$ cat src/rtl/pipeline_ctrl.sv
// Pipeline sequencer: merges stage stall requests, sequences branch redirects, runs halt/drain, counts stalls.
// Latency: o_stall/o_pcLoad/o_newPc/o_flush are combinational; o_stallCount/o_timeout/o_halted register one cycle later.
// Backpressure: a redirect waits in PENDING while an EX/MEM stall holds ID/EX; EX/MEM stalls also extend DRAIN.
module pipeline_ctrl #(
  parameter int DRAIN_CYCLES = 4,
  parameter int WDOG_LIMIT   = 1023,
  parameter int CNT_WIDTH    = 16
) (
  input  logic                 clk,
  input  logic                 rst,
  input  logic                 i_ifStallReq,
  input  logic                 i_idStallReq,
  input  logic                 i_exStallReq,
  input  logic                 i_memStallReq,
  input  logic                 i_branchTaken,
  input  logic [31:0]          i_branchTarget,
  input  logic                 i_halt,
  output logic [4:0]           o_stall,
  output logic                 o_pcLoad,
  output logic [31:0]          o_newPc,
  output logic                 o_flush,
  output logic [CNT_WIDTH-1:0] o_stallCount,
  output logic                 o_timeout,
  output logic                 o_halted
);

  localparam int DW = (DRAIN_CYCLES > 1) ? $clog2(DRAIN_CYCLES) : 1;
  localparam int WW = $clog2(WDOG_LIMIT + 1);

  localparam logic [4:0] IF_VEC  = 5'b00001;
  localparam logic [4:0] ID_VEC  = 5'b00011;
  localparam logic [4:0] EX_VEC  = 5'b00111;
  localparam logic [4:0] MEM_VEC = 5'b01111;

  typedef enum logic [1:0] {
    ST_RUN     = 2'd0,
    ST_PENDING = 2'd1,
    ST_DRAIN   = 2'd2,
    ST_HALTED  = 2'd3
  } state_t;

  state_t          state, next_state;
  logic [31:0]     pend_target;
  logic            halt_pend, halt_pend_next;
  logic [DW-1:0]   drain_cnt, drain_next;
  logic [WW-1:0]   wdog_cnt, wdog_next;
  logic            latch_target;
  logic            count_en;
  logic [4:0]      req_vec;
  logic [4:0]      ds_vec;
  logic            ds_stall;

  // Nested per-request stall vectors; an EX or MEM request means ID/EX is held.
  always_comb begin
    ds_vec = 5'b00000;
    if (i_exStallReq)  ds_vec = ds_vec | EX_VEC;
    if (i_memStallReq) ds_vec = ds_vec | MEM_VEC;
    req_vec = ds_vec;
    if (i_ifStallReq)  req_vec = req_vec | IF_VEC;
    if (i_idStallReq)  req_vec = req_vec | ID_VEC;
    ds_stall = |ds_vec[4:2];
  end

  // Next-state and combinational outputs for the run/pending/drain/halted sequencer.
  always_comb begin
    next_state     = state;
    halt_pend_next = halt_pend;
    drain_next     = drain_cnt;
    latch_target   = 1'b0;
    count_en       = 1'b0;
    o_stall        = 5'b00000;
    o_pcLoad       = 1'b0;
    o_newPc        = 32'd0;
    o_flush        = 1'b0;

    case (state)
      ST_RUN: begin
        o_stall  = req_vec;
        count_en = 1'b1;
        if (i_branchTaken && ds_stall) begin
          // ID/EX is held, so the redirect cannot enter yet; park it.
          latch_target   = 1'b1;
          halt_pend_next = i_halt;
          next_state     = ST_PENDING;
        end else begin
          if (i_branchTaken) begin
            o_pcLoad = 1'b1;
            o_newPc  = i_branchTarget;
            o_flush  = 1'b1;
          end
          if (i_halt) begin
            next_state = ST_DRAIN;
            drain_next = DW'(DRAIN_CYCLES - 1);
          end
        end
      end

      ST_PENDING: begin
        o_stall  = req_vec;
        count_en = 1'b1;
        if (i_halt) halt_pend_next = 1'b1;
        if (!ds_stall) begin
          o_pcLoad       = 1'b1;
          o_newPc        = pend_target;
          o_flush        = 1'b1;
          halt_pend_next = 1'b0;
          if (halt_pend || i_halt) begin
            next_state = ST_DRAIN;
            drain_next = DW'(DRAIN_CYCLES - 1);
          end else begin
            next_state = ST_RUN;
          end
        end
      end

      ST_DRAIN: begin
        // PC frozen, bubbles injected; downstream stalls stretch the drain.
        o_stall = IF_VEC | ds_vec;
        o_flush = 1'b1;
        if (!ds_stall) begin
          if (drain_cnt == '0) next_state = ST_HALTED;
          else                 drain_next = drain_cnt - 1'b1;
        end
      end

      ST_HALTED: begin
        o_stall = MEM_VEC;
      end

      default: begin
        next_state = ST_RUN;
      end
    endcase

    // Keep every output quiet while reset is asserted.
    if (rst) begin
      o_stall  = 5'b00000;
      o_pcLoad = 1'b0;
      o_newPc  = 32'd0;
      o_flush  = 1'b0;
    end
  end

  // Watchdog run length: only stalls seen while running count; drain/halt stalls are intentional.
  always_comb begin
    wdog_next = '0;
    if (count_en && (o_stall != 5'b00000)) begin
      wdog_next = (wdog_cnt == WW'(WDOG_LIMIT)) ? wdog_cnt : wdog_cnt + 1'b1;
    end
  end

  // State, pending redirect and drain counter registers.
  always_ff @(posedge clk) begin
    if (rst) begin
      state       <= ST_RUN;
      pend_target <= 32'd0;
      halt_pend   <= 1'b0;
      drain_cnt   <= '0;
    end else begin
      state     <= next_state;
      halt_pend <= halt_pend_next;
      drain_cnt <= drain_next;
      if (latch_target) pend_target <= i_branchTarget;
    end
  end

  // Saturating stall counter, sticky watchdog flag and halted flag.
  always_ff @(posedge clk) begin
    if (rst) begin
      o_stallCount <= '0;
      wdog_cnt     <= '0;
      o_timeout    <= 1'b0;
      o_halted     <= 1'b0;
    end else begin
      if (count_en && (o_stall != 5'b00000) && (o_stallCount != {CNT_WIDTH{1'b1}})) begin
        o_stallCount <= o_stallCount + 1'b1;
      end
      wdog_cnt  <= wdog_next;
      o_timeout <= o_timeout | (wdog_next == WW'(WDOG_LIMIT));
      o_halted  <= (next_state == ST_HALTED);
    end
  end

endmodule

$ cat config.mk
export PLATFORM = sky130hd
export DESIGN_NAME = pipeline_ctrl
export DESIGN_NICKNAME = d
export VERILOG_FILES = /design/src/rtl/pipeline_ctrl.sv
export SDC_FILE = /design/constraint.sdc
export NUM_CORES = 1
export LEC_CHECK = 0
export ABC_AREA = 0
export CAP_MARGIN = 20
export CORE_AREA = 2 2 84 86
export DETAILED_ROUTE_END_ITERATION = 12
export DIE_AREA = 0 0 86 88
export PLACE_DENSITY = 0.95
export SKIP_LAST_GASP = 1
export SYNTH_ARGS = -nofsm -noshare
export SYNTH_HDL_FRONTEND = slang
export SYNTH_SLANG_ARGS = --single-unit
$ cat constraint.sdc
create_clock -name clk -period 3.9 [get_ports clk]
set_clock_uncertainty 0.05 [all_clocks]
set_input_delay 0.975 -clock clk [delete_from_list [all_inputs] [get_ports clk]]
set_output_delay 0.975 -clock clk [all_outputs]
set_load 0.01 [all_outputs]
==> results.sh <==
export IMPL_grt_pass1_vias=3397
export IMPL_die_area_um2=7570
export IMPL_worst_pin_slew_ps=777
export IMPL_root_buffer="clkbuf_8"
export IMPL_core_um2=6640
export IMPL_use_met3_pct=4.71
export IMPL_area_growth_pct=41.3
export IMPL_finalCriticalPeriod_ps=3840
export IMPL_ir_drop_mv=0.206
export IMPL_crit_type="in -> out"
export IMPL_synthCells=438
export IMPL_numCtsBuffers=9
export IMPL_worstSetupStartpointType="input pin"
export IMPL_syn_nets=481
export IMPL_slew_headroom_pct=48.1
export IMPL_report_final_slew_viol_count=0
export IMPL_n_antenna_cell=0
export IMPL_clock_path_buffers=2
export IMPL_slowest_stage="clkdlybuf4s50_1"
export IMPL_status="finished clean"
export IMPL_cp_data_required_time_ps=2870
export IMPL_drv_cap=0
export IMPL_port_buffers=95
export IMPL_first_pass_iters=5
export IMPL_rrSetupSlack_ps=1640
export IMPL_crit_fanout=10
export IMPL_p_leak_nw=1.92
export IMPL_rr_startpoint="state[1]"
export IMPL_grt_util_met2_pct=46.2
export IMPL_grt_pass1_wl_um=16000
export IMPL_fin_ws_ps=56.8
export IMPL_yosys_most_used_dff="dfxtp_1"
export IMPL_synth_seq_cells=65
export IMPL_rsz0062_at_grt="true"
export IMPL_avgRoutedWirePerCell_um=16.1
export IMPL_grt_overflow_total=0
export IMPL_clkSlewWorstSetupHoldPaths_ps=60
export IMPL_power_total_w=0.00152
export IMPL_dp_hpwl_um=6320
export IMPL_worstHoldPathType="reg -> reg"
export IMPL_grt_busiest_layer="met2"
export IMPL_holdWs_ps=406
export IMPL_cts_sinks=65
export IMPL_path_cells="clkdlybuf4s50_1 -> or2_4 -> nor3_4 -> buf_12 -> buf_4 -> a22oi_1 -> nor2_1 -> dlygate4sd2_1"
export IMPL_numPlacedInstances=593
export IMPL_initial_core_util_pct=49.8
export IMPL_ios=97
export IMPL_cts_hold_fix_buffers=0
export IMPL_syn_area_per_cell_um2=7.56
export IMPL_antenna_left=0
export IMPL_via_per_inst=5.88
export IMPL_yosysWarningCount=0
export IMPL_grt_usage_pct=26.6
export IMPL_crit_buf_inv=4
export IMPL_p_per_area_nw_per_um2=324
export IMPL_die_y_um=88
export IMPL_async_reset_ff_share_pct=0
export IMPL_seq_area_frac_synth_pct=39.3
export IMPL_vias=3645
export IMPL_max_stage_delay_ps=430
export IMPL_crit_path_end_kind="output pin"
export IMPL_synth_cell_types=52
export IMPL_insertion_delay_ps=350
export IMPL_whs_path_depth=2
export IMPL_arrival_ps=2820
export IMPL_fin_cells=620
export IMPL_remaining_drc_errors=0
export IMPL_worstReg2RegEnd="o_stallCount[15]"
export IMPL_dp_worst_setup_slack_ps=-109
export IMPL_hold_end="pend_target[9]"
export IMPL_synth_area_um2=3310
export IMPL_fmax_mhz=260
export IMPL_drive_above_1_share_pct=9.81
export IMPL_cts_tree="yes"
export IMPL_num_fill_cells=506
export IMPL_placed_cell_area_um2=4350
export IMPL_fin_nets=579
export IMPL_synth_edff_count=0
export IMPL_design_area_um2=4680
export IMPL_detailedRoute_firstIterationViolations=221
export IMPL_chipWidth_um=86
export IMPL_antenna_found_initial=0
export IMPL_grt_max_degree=43
export IMPL_min_delay_start="pend_target[9]"
export IMPL_r2r_cells=6
export IMPL_rows=30
export IMPL_htreeDepth=3
export IMPL_grtUsageMet1_pct=32.3
export IMPL_hold_violations=0
export IMPL_min_period_over_period_pct=98.5
export IMPL_gp_congestion=0.804
export IMPL_finalSetupViolCount=0
export IMPL_cpLargestDelayFamily="buffers and inverters"
export IMPL_postRouteWirelength_um=10000
[worst reg2reg max path: stages (launching register included)]
cell and delay, ps:
dfxtp_1 560, or2_1 360, buf_4 190, nor4_4 360, nand4_2 190, or3_1 340, a21oi_1 140
[per-stage QoR]
step           setup TNS (ps)  util (%)
6_report                    0      70.4
5_1_grt                  -124      70.4
4_1_cts                 -98.6      69.5
3_5_place_dp            -1560      65.5
3_3_place_gp             -779      65.5
2_1_floorplan               0         -
[cell usage after synthesis, types with 3 or more instances]
cell type	count	area [µm²]
a211oi_1	6	45.0
a21o_1	3	22.5
a21oi_1	45	225
a22oi_1	32	240
and3_1	3	18.8
buf_2	10	50.1
clkbuf_1	20	75.1
dfxtp_1	65	1300
ha_1	3	37.5
inv_1	6	22.5
mux2i_1	5	50.1
nand2_1	73	274
nand2b_1	4	25.0
nand3_1	9	45.0
nand4_1	9	56.3
nor2_1	65	244
nor2b_1	3	18.8
nor3_1	14	70.1
nor4_1	5	31.3
o21ai_0	6	30.0
o31ai_1	4	30.0
or4_1	3	22.5
xnor2_1	3	26.3
xor2_1	5	43.8
[power breakdown]
part / internal (W) / leakage, nW / switching [W]
Combinational: 0.000121 / 1.30 / 0.000129
Sequential: 0.000696 / 0.529 / 0.0000325
Clock: 0.000279 / 0.0915 / 0.000259
[layout make-up]
cell class | instances | area (µm²) | area share (%)
multi-input combinational | 333 | 1870 | 40.0
timing repair buffer | 121 | 1200 | 25.7
sequential | 65 | 1300 | 27.8
tap | 80 | 100 | 2.14
inverter | 6 | 22.5 | 0.482
clock buffer | 13 | 169 | 3.61
clock inverter | 2 | 12.5 | 0.268
[cells in the final DEF (no fill, tap or decap), types with 2 or more instances in the layout]
master,instances
a211oi_1,6
a21o_1,3
a21oi_1,45
a22oi_1,32
a31oi_1,2
and2_1,2
and2b_1,2
and3_1,3
and4_1,2
buf_12,2
buf_16,2
buf_4,21
clkbuf_8,12
clkdlybuf4s50_1,61
dfxtp_1,65
dlygate4sd2_1,24
dlymetal6s2s_1,9
ha_1,3
inv_1,6
mux2_2,2
mux2i_1,5
nand2_1,73
nand2b_1,4
nand3_1,9
nand4_1,9
nor2_1,65
nor2b_1,3
nor3_1,12
nor3_2,2
nor4_1,5
o21ai_0,6
o31ai_1,4
or2_2,2
or3_1,2
or4_1,3
xnor2_1,3
xor2_1,5
[sequential cells by signal (all words and copies together), names as in the netlist]
name,flops
o_timeout,1
pend_target,32
state,2
halt_pend,1
drain_cnt,2
o_stallCount,16
o_halted,1
wdog_cnt,10
[cells by family after synthesis]
family,Yosys count,synth area share (%)
simple gates,206,29.0
compound gates,108,21.0
flops,65,39.3
buf+inv,40,5.14
xor+xnor,8,2.12
mux,7,2.19
fa+ha+maj,3,1.13
other cells,1,0.113
[metal layers]
layer / vias to the layer above / wire (µm)
li1: 1737 / -
met1: 1718 / 4130
met2: 168 / 4880
met3: 22 / 745
met4: 0 / 242
met5: - / 0
[how the worst max path moves through the flow]
| stage | endpoint | from | slack (ps) | depth (start not counted) |
|---|---|---|---|---|
| after floorplan | o_newPc[10] | i_exStallReq | 560 | 6 |
| after global placement | o_newPc[8] | i_exStallReq | -80 | 7 |
| after detailed placement | o_newPc[16] | i_exStallReq | -110 | 7 |
| after CTS | o_newPc[0] | i_exStallReq | -70 | 7 |
| after global routing | o_newPc[16] | i_exStallReq | -30 | 8 |
| final | o_newPc[16] | i_exStallReq | 60 | 8 |
[repair_timing]
| action | in CTS | in global routing |
|---|---|---|
| gates cloned | 2 | 0 |
| pin swaps | 2 | 2 |
| endpoints found under the setup margin | 32 | 9 |
| setup buffers | 5 | 5 |
| gates resized for setup | 30 | 9 |
Power figures use the tool's default switching activity.
